$ cat config.mk
export PLATFORM = sky130hd
export DESIGN_NAME = qlm_dot_accumulator
export DESIGN_NICKNAME = d
export VERILOG_FILES = /design/src/rtl/qlm_dot_accumulator.sv
export SDC_FILE = /design/constraint.sdc
export NUM_CORES = 1
export LEC_CHECK = 0
export BUFFER_PORTS_ARGS = -buffer_cell sky130_fd_sc_hd__buf_4
export CAP_MARGIN = 10
export CORE_MARGIN = 3
export CORE_UTILIZATION = 35
export CTS_BUF_LIST = sky130_fd_sc_hd__clkbuf_16
export CTS_CLUSTER_DIAMETER = 50
export DETAILED_ROUTE_END_ITERATION = 6
export HOLD_SLACK_MARGIN = 0.06
export PLACE_DENSITY = 0.5
export REMOVE_ABC_BUFFERS = 1
export SYNTH_ARGS = -nofsm -noshare
export SYNTH_HDL_FRONTEND = slang
export SYNTH_SLANG_ARGS = --single-unit
$ cat constraint.sdc
create_clock -name clk -period 5.1 [get_ports clk]
set_clock_uncertainty 0.15 [all_clocks]
set_input_delay 0.255 -clock clk [delete_from_list [all_inputs] [get_ports clk]]
set_output_delay 0.255 -clock clk [all_outputs]
set_load 0.02 [all_outputs]
$ cat src/rtl/qlm_dot_accumulator.sv
// Streaming dot-product accumulator behind the QLM log multiplier: folds the
// ones'-complement correction into the accumulate add and emits one sum per vector.
module qlm_dot_accumulator #(
  parameter int ACC_W   = 40,
  parameter int MAX_LEN = 256,
  parameter bit SAT     = 1'b1,
  localparam int CNT_W  = $clog2(MAX_LEN) + 1
) (
  input  logic             clk,
  input  logic             rst,
  input  logic             in_valid,
  output logic             in_ready,
  input  logic [31:0]      in_p,
  input  logic             in_neg,
  input  logic             in_last,
  output logic             out_valid,
  input  logic             out_ready,
  output logic [ACC_W-1:0] out_acc,
  output logic [CNT_W-1:0] out_count,
  output logic             out_ovf
);

  typedef enum logic [1:0] {S_IDLE, S_ACC, S_DONE} state_t;

  localparam logic [ACC_W-1:0] ACC_MAX = {1'b0, {(ACC_W-1){1'b1}}};
  localparam logic [ACC_W-1:0] ACC_MIN = {1'b1, {(ACC_W-1){1'b0}}};
  localparam logic [CNT_W-1:0] CNT_MAX = CNT_W'(MAX_LEN);

  state_t           state_q, state_d;
  logic [ACC_W-1:0] acc_q, acc_d;
  logic [CNT_W-1:0] count_q, count_d;
  logic             ovf_q, ovf_d;

  logic             accept;
  logic [ACC_W:0]   base_x, term_x, sum_x;
  logic             ovf_now;
  logic [ACC_W-1:0] sum_fix;
  logic [CNT_W-1:0] count_inc;
  logic             close_vec;

  assign in_ready  = (state_q != S_DONE) & ~rst;
  assign accept    = in_valid & in_ready;
  assign out_valid = (state_q == S_DONE);
  assign out_acc   = acc_q;
  assign out_count = count_q;
  assign out_ovf   = ovf_q;

  // in_neg rides in as the carry-in, turning the ones'-complement word into two's complement
  assign term_x  = {{(ACC_W+1-32){in_p[31]}}, in_p} + (ACC_W+1)'(in_neg);
  assign base_x  = (state_q == S_IDLE) ? '0 : {acc_q[ACC_W-1], acc_q};
  assign sum_x   = base_x + term_x;
  assign ovf_now = sum_x[ACC_W] ^ sum_x[ACC_W-1];

  always_comb begin
    sum_fix = sum_x[ACC_W-1:0];
    if (SAT && ovf_now) begin
      sum_fix = sum_x[ACC_W] ? ACC_MIN : ACC_MAX;
    end
  end

  assign count_inc = (state_q == S_IDLE) ? CNT_W'(1) : count_q + CNT_W'(1);
  assign close_vec = in_last | (count_inc == CNT_MAX);

  always_comb begin
    state_d = state_q;
    acc_d   = acc_q;
    count_d = count_q;
    ovf_d   = ovf_q;
    case (state_q)
      S_IDLE, S_ACC: begin
        if (accept) begin
          acc_d   = sum_fix;
          count_d = count_inc;
          ovf_d   = ovf_q | ovf_now;
          state_d = close_vec ? S_DONE : S_ACC;
        end
      end
      S_DONE: begin
        if (out_ready) begin
          acc_d   = '0;
          count_d = '0;
          ovf_d   = 1'b0;
          state_d = S_IDLE;
        end
      end
      default: state_d = S_IDLE;
    endcase
  end

  always_ff @(posedge clk) begin
    if (rst) begin
      state_q <= S_IDLE;
      acc_q   <= '0;
      count_q <= '0;
      ovf_q   <= 1'b0;
    end else begin
      state_q <= state_d;
      acc_q   <= acc_d;
      count_q <= count_d;
      ovf_q   <= ovf_d;
    end
  end

endmodule
# Word level (Yosys, flattened, before mapping)

Cells that the tools add are included.

Logic and storage cells: 41
Input port bits: 38
Register bits: 52
Output and inout bits: 52

Reduce and logical (&&, ||, !) cells: 5
Equal/unequal tests: 6
Add/sub/neg operators: 3
Bitwise gates (word level): 6
Muxes and demuxes: 17

Operators by type and width:

| operator              | count |
|---|---|
| $mux W40              | 4 |
| $pmux W40 S2          | 1 |
| $add A41 B41 Y41      | 1 |
| $mux W41              | 1 |
| $add A32 B2 Y33       | 1 |
| $mux W9               | 3 |
| $pmux W9 S2           | 1 |
| $add A9 B1 Y9 const B | 1 |
| $eq A9 B9 Y1 const B  | 1 |
| $mux W2               | 3 |
| $ne A2 B2 Y1 const B  | 2 |
| $pmux W2 S2           | 1 |
| $reduce_and A3 Y1     | 1 |
| $and A1 B1 Y1         | 2 |
| $eq A2 B1 Y1 const B  | 1 |
| $eq A2 B2 Y1 const B  | 1 |
| $logic_not A2 Y1      | 1 |
| $mux W1               | 2 |
| $ne A2 B1 Y1 const B  | 1 |
| $or A1 B1 Y1          | 2 |
| $pmux W1 S2           | 1 |
| $reduce_and A2 Y1     | 1 |
| $reduce_bool A2 Y1    | 1 |
| $reduce_or A2 Y1      | 1 |
| other kinds (2)       | 2 |

# Longest topological paths before layout

Gate-level depths: netlist (run 1).

Word-level depth: 7
Mapped depth: 21
Depth with buffers taken out: 18

# Least setup slack after synthesis (run 1)

OpenSTA, ideal clock, no wires.

Kind: input port to flip-flop
Start: in in_p[0]
End: reg acc_q[37], in the netlist out_acc[37]
Arrival: 4,062 ps
Path buffers: 1
Stages on the path: 19
Required time: 4,821 ps
Library setup time: 129 ps
Setup slack: 759 ps
Path through: ha_1 > ha_1 > nand2_1 > or4_4 > or2_2 > nor2_1 > xor2_1 > ha_1 > and3_2 > and2_1 > a311oi_1 > o21ai_0 > a31oi_1 > o21bai_1 > nand3_1 > xnor2_1 > buf_6 > o41ai_2 > a21oi_1

Longest elaborated chain between the ends: 6
Elaborated cells on any way between the ends: 7
Those cells by class: 2 x add/sub; 4 x mux; 1 x bitwise

RTL lines:

| element                                   | line   | source |
|---|---|---|
| start, declared                           | 13     | `input logic [31:0] in_p,` |
| $add A32 B2 Y33 *                         | 49     | `assign term_x = {{(ACC_W+1-32){in_p[31]}}, in_p} + (ACC_W+1)'(in_neg);` |
| $add A41 B41 Y41 *                        | 51     | `assign sum_x = base_x + term_x;` |
| $mux W40 or $xor A1 B1 Y1 (tied branches) | 57, 52 |  |
| $mux W40 *                                | 56     | `if (SAT && ovf_now) begin` |
| $mux W40 *                                | 71     | `if (accept) begin` |
| $pmux W40 S2 *                            | 69     | `case (state_q)` |
| end signal, assigned                      | 93     | `acc_q <= '0;` |
| end signal, assigned                      | 98     | `acc_q <= acc_d;` |
| end, declared                             | 30     | `logic [ACC_W-1:0] acc_q, acc_d;` |

Mark *: on every way between the ends. The rest lies on a longest branch, timed or not. The select of a mux whose other input is x is not followed.
A chain may end at the register's enable or synchronous reset.

# Worst setup path after layout (run 1)

Start: in in_p[3]
End: reg acc_q[26], in the netlist out_acc[26]

Same word-level chain as after synthesis.

==> metrics, run 1 <==
area delta synth->final=19.97%; startpoint class of the critical path=input port; Die Span Y=approximately 130 µm; maximum number of pins on one net before global-route repair=53; distinct cell type count of the synthesized netlist=75; switching fraction of total power=between 30% and 40%; drt via density=between 5 and 6; predominant post-synthesis flop cell=sky130_fd_sc_hd__dfxtp_1; DRT Wirelength=16730 µm; NumNets Final=around 900; share of final-layout standard cells stronger than drive strength 1=a little under a fifth; initial core utilization=about 36%; Max Transition Viols Final=0; Syn Area/Cell=approximately 7.3 µm²; global router's overall resource usage=19.79%; share of synthesized area spent on multiplexers=0.6487%; # Max-Cap Violations=0; count of flip-flops with a built-in enable after synthesis=0; Post-Synthesis Cells=735; weighted congestion reported at the end of routability-driven placement=slightly above 0.9; power share of the combinational group=30.5%; clock buffers created by TritonCTS=5; worst min-delay path category=input port to flop; async set or reset register ratio after synthesis=0%; Int Power=0.0007631 W; number of antenna violations at the first check in global routing=0; number of detailed-routing iterations run before antenna repair=5; register bit total from synthesis=52; Clock power frac=roughly a third; Post-CTS Setup Repair Bufs=0; Crit path required time=between 5 and 6 ns; outcome=finished clean; leakage power=2.794 nW; complex-gate fraction of the synthesized area=26.95%; Bufs on Longest Clock Path=2; portion of the post-synthesis area used by sequential elements=19.28%; hold violation count in the final report=0; final setup vio count=0; upper clock frequency limit=0.2144 GHz; CTS tree=built; proportion of power drawn by flip-flops and latches=a little under two fifths; Top Ports=90; Arrival @ worst endpoint=about 4.7 ns; most frequent cells in the layout=sky130_fd_sc_hd__buf_4 (114), sky130_fd_sc_hd__a21oi_1 (93), sky130_fd_sc_hd__nand2_1 (84); post-synthesis adder-cell area fraction=approximately a tenth; Cell Count Post-Placement=995; width of the die=roughly 130 µm; parity-gate share of the synthesized area counting xor and xnor cells=between 10% and 20%; vias in the first global route=5349; worst voltage drop across the vdd grid=between 0.1 and 0.15 mV; crit end category=flop; GRT Residual Overflow=0; main combinational cell family by area after synthesis=compound AO/OA/AOI/OAI gates; yosys synthesis warning count=0; hpwl dp=about 13000 µm; count of vias placed by the detailed router=about 5500; standard-cell rows=44; setup repair after global routing missed its margin=false; CTS clock-pin slew for the worst setup and hold paths=0.08 ns; biggest fanout along the worst timing path=8; first-pass GRT wire length=approximately 27000 µm; Min Clock Period, post-route=between 4 and 5 ns; Post-Synth Simple-Gate Area=about 26%; DRC viols=0; average wire per standard cell=between 15 and 20 µm; Die ar.=0.01696 mm²; total power=approximately 0.0012 W; library cell used as clock root buffer=sky130_fd_sc_hd__clkbuf_16; sink count of the clock tree=52; area of the core=0.01481 mm²; most common cell after layout, fill and taps aside=sky130_fd_sc_hd__buf_4; post-route clock period utilization=~90%; transition at the pin with the smallest max-transition slack=between 0.6 and 0.7 ns; critical path class=input port to flop; power dissipated by switching net loads=about 0.00042 W; power density relative to cell area=182.0 mW/mm²; final cell count without fillers=approximately 1000; H-tree depth=2; Skew-Pair Late Insertion Delay=between 0.3 and 0.4 ns; worst-case headroom to the max-slew limit=a little under three fifths; First DRT Iteration DRCs=~260; total of buffers placed on input and output ports=89; remaining number of nets flagged by the antenna check after routing=0; count of inserted antenna diode cells=0; Synth Cell Area=between 0.005 and 0.006 mm²
path summary, 6_finish.rpt:
path	startpoint	cells after the start	to	slack, ns
hold reg to reg	out_acc[8]	2	out_acc[8]	0.32
setup / recovery	in_p[3]	22	out_acc[26]	0.44
setup reg to reg	state_q[0]	14	out_acc[38]	0.44
hold / removal	in_valid	3	state_q[0]	0.1
flip-flops by register name (all words and copies together), names as in the netlist:
signal / cells
out_ovf: 1
out_acc: 40
state_q: 2
out_count: 9
logic make-up (layout without fill, tap and decap cells):
logic type,count (synthesis),in the layout
and+or+nand+nor,274,274
adders and majority gates,44,44
xor gates and xnor gates,74,74
muxes,3,3
AOI/OAI and AO/OA,235,235
buffers and inverters,53,138
DFF,52,52
stage by stage:
stage	worst slack (ns)	setup TNS [ns]	hold WS, ns	cell area [µm²]	util (%)
6_report	0.4368	0	0.09979	6479	43.75
5_1_grt	0.1029	0	0.1404	6479	43.75
4_1_cts	0.3472	0	0.09583	6474	43.71
3_5_place_dp	0.007927	0	0.3095	6314	42.63
3_3_place_gp	0.1070	0	0.3034	6314	42.63
2_1_floorplan	-0.2068	-7.012	0.1741	5181	-
power groups by stage:
stage | logic [W] | registers (W) | clock network, W
after floorplan | 0.000186 | 0.000478 | 0
after global placement | 0.000359 | 0.000458 | 0
after detailed placement | 0.000359 | 0.000458 | 0
after CTS | 0.000361 | 0.000449 | 0.000391
after global routing | 0.000396 | 0.000453 | 0.000400
final | 0.000360 | 0.000449 | 0.000371
repair_timing:
item | 4_1_cts | 5_1_grt
endpoints found under the hold margin | 2 | 0
hold buffers | 1 | 0
setup endpoints to repair | 0 | 1
resized for setup | 0 | 1
metal layers:
metal  share of wire (%)  global-route usage, %
met4                 1.1                  4.707
met5                   0                      0
met3                 4.1                  2.661
met1                  49                  27.24
met2                  46                  32.83
layout make-up:
cell class,count,area (µm²)
Clock buffer,5,125.1
Clock inverter,3,25.02
Fill cell,1577,8330
Inverter,14,55.05
Multi-Input combinational cell,630,4116
Sequential cell,52,1041
Tap cell,184,230.2
Timing Repair Buffer,116,885.9
worst max-delay path, cell delays in order:
cell and delay (ns):
sky130_fd_sc_hd__buf_4 0.11, sky130_fd_sc_hd__nand4_1 0.14, sky130_fd_sc_hd__or2_0 0.34, sky130_fd_sc_hd__nor3_1 0.29, sky130_fd_sc_hd__buf_4 0.18, sky130_fd_sc_hd__and3_1 0.22
sky130_fd_sc_hd__and2_1 0.25, sky130_fd_sc_hd__nand3_1 0.12, sky130_fd_sc_hd__xnor2_1 0.14, sky130_fd_sc_hd__ha_1 0.35, sky130_fd_sc_hd__a21o_1 0.20, sky130_fd_sc_hd__a21o_2 0.21
sky130_fd_sc_hd__a311oi_1 0.32, sky130_fd_sc_hd__o21ai_0 0.15, sky130_fd_sc_hd__a31oi_1 0.24, sky130_fd_sc_hd__o21bai_1 0.18, sky130_fd_sc_hd__nand3_2 0.20, sky130_fd_sc_hd__xnor2_2 0.21
sky130_fd_sc_hd__buf_4 0.18, sky130_fd_sc_hd__buf_4 0.16, sky130_fd_sc_hd__o21ai_0 0.17, sky130_fd_sc_hd__a21oi_1 0.08
cells in the mapped netlist (3+ instances only):
| cell | instances | area [µm²] |
|---|---|---|
| sky130_fd_sc_hd__a211oi_1 | 7 | 52.55 |
| sky130_fd_sc_hd__a21o_1 | 11 | 82.58 |
| sky130_fd_sc_hd__a21o_2 | 3 | 26.28 |
| sky130_fd_sc_hd__a21oi_1 | 94 | 470.5 |
| sky130_fd_sc_hd__a311oi_1 | 3 | 26.28 |
| sky130_fd_sc_hd__and2_1 | 48 | 300.3 |
| sky130_fd_sc_hd__and3_1 | 9 | 56.30 |
| sky130_fd_sc_hd__and4_2 | 3 | 30.03 |
| sky130_fd_sc_hd__buf_4 | 3 | 22.52 |
| sky130_fd_sc_hd__clkbuf_1 | 26 | 97.59 |
| sky130_fd_sc_hd__dfxtp_1 | 52 | 1041 |
| sky130_fd_sc_hd__ha_1 | 43 | 538.0 |
| sky130_fd_sc_hd__inv_1 | 13 | 48.80 |
| sky130_fd_sc_hd__nand2_1 | 84 | 315.3 |
| sky130_fd_sc_hd__nand3_1 | 26 | 130.1 |
| sky130_fd_sc_hd__nand4_1 | 20 | 125.1 |
| sky130_fd_sc_hd__nand4b_1 | 3 | 26.28 |
| sky130_fd_sc_hd__nor2_1 | 46 | 172.7 |
| sky130_fd_sc_hd__nor2b_1 | 7 | 43.79 |
| sky130_fd_sc_hd__nor3_1 | 11 | 55.05 |
| sky130_fd_sc_hd__o211ai_1 | 4 | 30.03 |
| sky130_fd_sc_hd__o21a_1 | 3 | 22.52 |
| sky130_fd_sc_hd__o21ai_0 | 60 | 300.3 |
| sky130_fd_sc_hd__o21ai_1 | 10 | 50.05 |
| sky130_fd_sc_hd__o21bai_1 | 7 | 52.55 |
| sky130_fd_sc_hd__xnor2_1 | 50 | 437.9 |
| sky130_fd_sc_hd__xor2_1 | 23 | 201.4 |
No activity file was read; power rests on OpenSTA's default activity.
==> inputs of run 2 (changes only) <==
--- a/config.mk
+++ b/config.mk
@@ -13,7 +13,6 @@
 export CTS_CLUSTER_DIAMETER = 50
 export DETAILED_ROUTE_END_ITERATION = 6
 export HOLD_SLACK_MARGIN = 0.06
-export PLACE_DENSITY = 0.5
 export REMOVE_ABC_BUFFERS = 1
 export SYNTH_ARGS = -nofsm -noshare
 export SYNTH_HDL_FRONTEND = slang
==> run 2 against run 1 <==
Against the previous run:
- fmax fell by 0.24%
- largest cell class unchanged
- critical endpoint is now out_acc[21]
- hold slack improved by 0.0066 ns
- global-route usage fell by 1.0 points
- register-to-register slack improved by 0.10 ns
- power rose by 0.54%
- wire length fell by 5.3%
- critical path type unchanged
- via count rose by 0.24%
- worst setup slack got worse by 0.011 ns
- critical path depth fell by 1
- utilization rose by 0.37 points
==> metrics, run 2 (synthesized netlist as in run 1, its figures left out) <==
outcome=finished clean; Min Clock Period, post-route=4.675 ns (+0.01143 ns); placed standard-cell area=0.006366 mm² (+0.83%); total of buffers placed on input and output ports=89 (unchanged); worst voltage drop across the vdd grid=0.1263 mV (-1.6%); worst min-delay path category=input port to flop; Bufs on Longest Clock Path=2 (unchanged); # Max-Cap Violations=0 (unchanged); setup repair after global routing missed its margin=false; GRT Residual Overflow=0 (unchanged); clock buffers created by TritonCTS=5 (unchanged); CTS tree=built; routed length on met1=7892 µm (-2.9%); cells traversed along the worst timing path=buf_4 -> ha_1 -> ha_1 -> nand2_1 -> or4_4 -> or2_2 -> nor2_1 -> xor2_1 -> ha_1 -> and3_2 -> and2_1 -> a311oi_1 -> o21ai_0 -> a31oi_1 -> o21bai_1 -> nand3_2 -> xnor2_2 -> buf_4 -> buf_4 -> o21ai_0 -> a21oi_1; final cell count without fillers=1011 (+0.70%); upper clock frequency limit=0.2139 GHz (-0.24%); initial core utilization=36.47% (unchanged); area delta synth->final=20.99%; Top Metal Used=met4; maximum number of pins on one net before global-route repair=53 (unchanged); max FFs per register=40 (unchanged); crit end category=flop; Die ar.=0.01696 mm² (unchanged); met3 wire length=906 µm (+32%); Crit path required time=5.13 ns (about the same); most common cell after layout, fill and taps aside=sky130_fd_sc_hd__buf_4; first-pass GRT wire length=25920 µm (-4.5%); most frequent cells in the layout=sky130_fd_sc_hd__buf_4 (121), sky130_fd_sc_hd__a21oi_1 (93), sky130_fd_sc_hd__nand2_1 (84); H-tree depth=2 (unchanged); standard-cell rows=44 (unchanged); Cell Count Post-Placement=1002 (+0.70%); leakage power=2.830 nW (+1.3%); number of antenna violations at the first check in global routing=0 (unchanged); width of the die=130.2 µm (unchanged); CTS clock-pin slew for the worst setup and hold paths=0.08 ns (about the same); worst-case headroom to the max-slew limit=41.04% (-16 points); Skew-Pair Late Insertion Delay=0.32 ns (about the same); DR WL met2=6800 µm (-12%); post-route clock period utilization=91.66% (+0.22 points); Worst path slowest cell=sky130_fd_sc_hd__or4_4; Layout fillers=1559 (-1.1%); Post-CTS Setup Repair Bufs=0 (unchanged); Top Ports=90 (unchanged); Arrival @ worst endpoint=4.71 ns (+0.03 ns); Die Span Y=130.2 µm (unchanged); number of detailed-routing iterations run before antenna repair=5 (unchanged); hpwl dp=12210 µm (-4.7%); average wire per standard cell=15.68 µm (-5.9%); Max Transition Viols Final=0 (unchanged); remaining number of nets flagged by the antenna check after routing=0 (unchanged); DRC viols=0 (unchanged); hold violation count in the final report=0 (unchanged); count of vias placed by the detailed router=5493 (+0.24%); Crit path largest cell delay=0.50 ns (+0.15 ns); transition at the pin with the smallest max-transition slack=0.8825 ns (+0.2382 ns); sink count of the clock tree=52 (unchanged); count of inserted antenna diode cells=0 (unchanged); critical path class=input port to flop; First DRT Iteration DRCs=350 (+34%); drt via density=5.433 (-0.46%); biggest fanout along the worst timing path=9 (+1); vias in the first global route=5222 (-2.4%); weighted congestion reported at the end of routability-driven placement=0.8934 (-1.6%); area of the core=0.01481 mm² (unchanged); power density relative to cell area=181.4 mW/mm² (-0.31%); NumNets Final=908 (+0.78%); global router's overall resource usage=18.79% (-1.0 points); library cell used as clock root buffer=sky130_fd_sc_hd__clkbuf_16; final instance area=0.006534 mm² (+0.85%); startpoint class of the critical path=input port; share of final-layout standard cells stronger than drive strength 1=19.11% (+0.69 points); Register Area=0.001041 mm² (unchanged); final setup vio count=0 (unchanged); DRT Wirelength=15850 µm (-5.3%); area occupied by multi-input gates=0.004116 mm² (unchanged)
-- run 2: cell types whose count changed in the layout (fill, tap and decap cells not counted), sizes merged --
cell and change:
buf +7, inv -1, clkinv +1
-- run 2: final timing paths --
kind	from	slack, ns	cells after the start	end
setup / recovery	in_p[0]	0.43	21	out_acc[21]
hold / removal	in_valid	0.11	3	state_q[0]
setup reg to reg	state_q[0]	0.54	17	out_acc[21]
hold reg to reg	out_acc[28]	0.31	2	out_acc[28]
-- run 2: routing by layer --
| layer | vias up | global-route usage [%] |
|---|---|---|
| met4 | 0 | 5.318 |
| met2 | 126 | 28.49 |
| met3 | 15 | 3.561 |
| met1 | 2530 | 27.10 |
| li1 | 2822 | - |
| met5 | - | 0 |
-- run 2: critical path: cells and delay by family --
family,cells,cell delay (ns)
xor gates and xnor gates,2,0.39
AOI/OAI and AO/OA,6,1.19
adders and majority gates,3,0.70
and+or+nand+nor,7,1.73
buffers and inverters,3,0.44
-- run 2: what timing repair did --
action | in CTS | in global routing
hold buffers | 1 | 0
endpoints found under the hold margin | 2 | 0
resized for setup | 0 | 1
setup endpoints to repair | 0 | 10
-- run 2: layout make-up --
| class | count | share of cell area [%] |
|---|---|---|
| Sequential cell | 52 | 15.93 |
| Clock buffer | 5 | 1.915 |
| Multi-Input combinational cell | 630 | 63.00 |
| Clock inverter | 3 | 0.4213 |
| Timing Repair Buffer | 123 | 14.36 |
| Tap cell | 184 | 3.524 |
| Inverter | 14 | 0.8426 |
-- run 2: metrics by stage --
step                      hold slack [ns]  total power, W  setup TNS [ns]  setup slack, ns  util [%]
after global routing               0.1468        0.001255               0          0.01375     44.12
final                              0.1064        0.001185               0           0.4254     44.12
after CTS                         0.08894        0.001201               0           0.4104     44.09
after global placement             0.3023       0.0008176               0           0.2565     42.99
after floorplan                    0.1741       0.0006634          -7.012          -0.2068         -
after detailed placement           0.3071       0.0008180               0           0.1294     42.99
-- run 2: where the power goes --
group / internal [W] / switching (W)
Clock: 0.000187 / 0.000188
Sequential: 0.000428 / 0.0000196
Combinational: 0.000153 / 0.000210
Total: 0.000768 / 0.000417
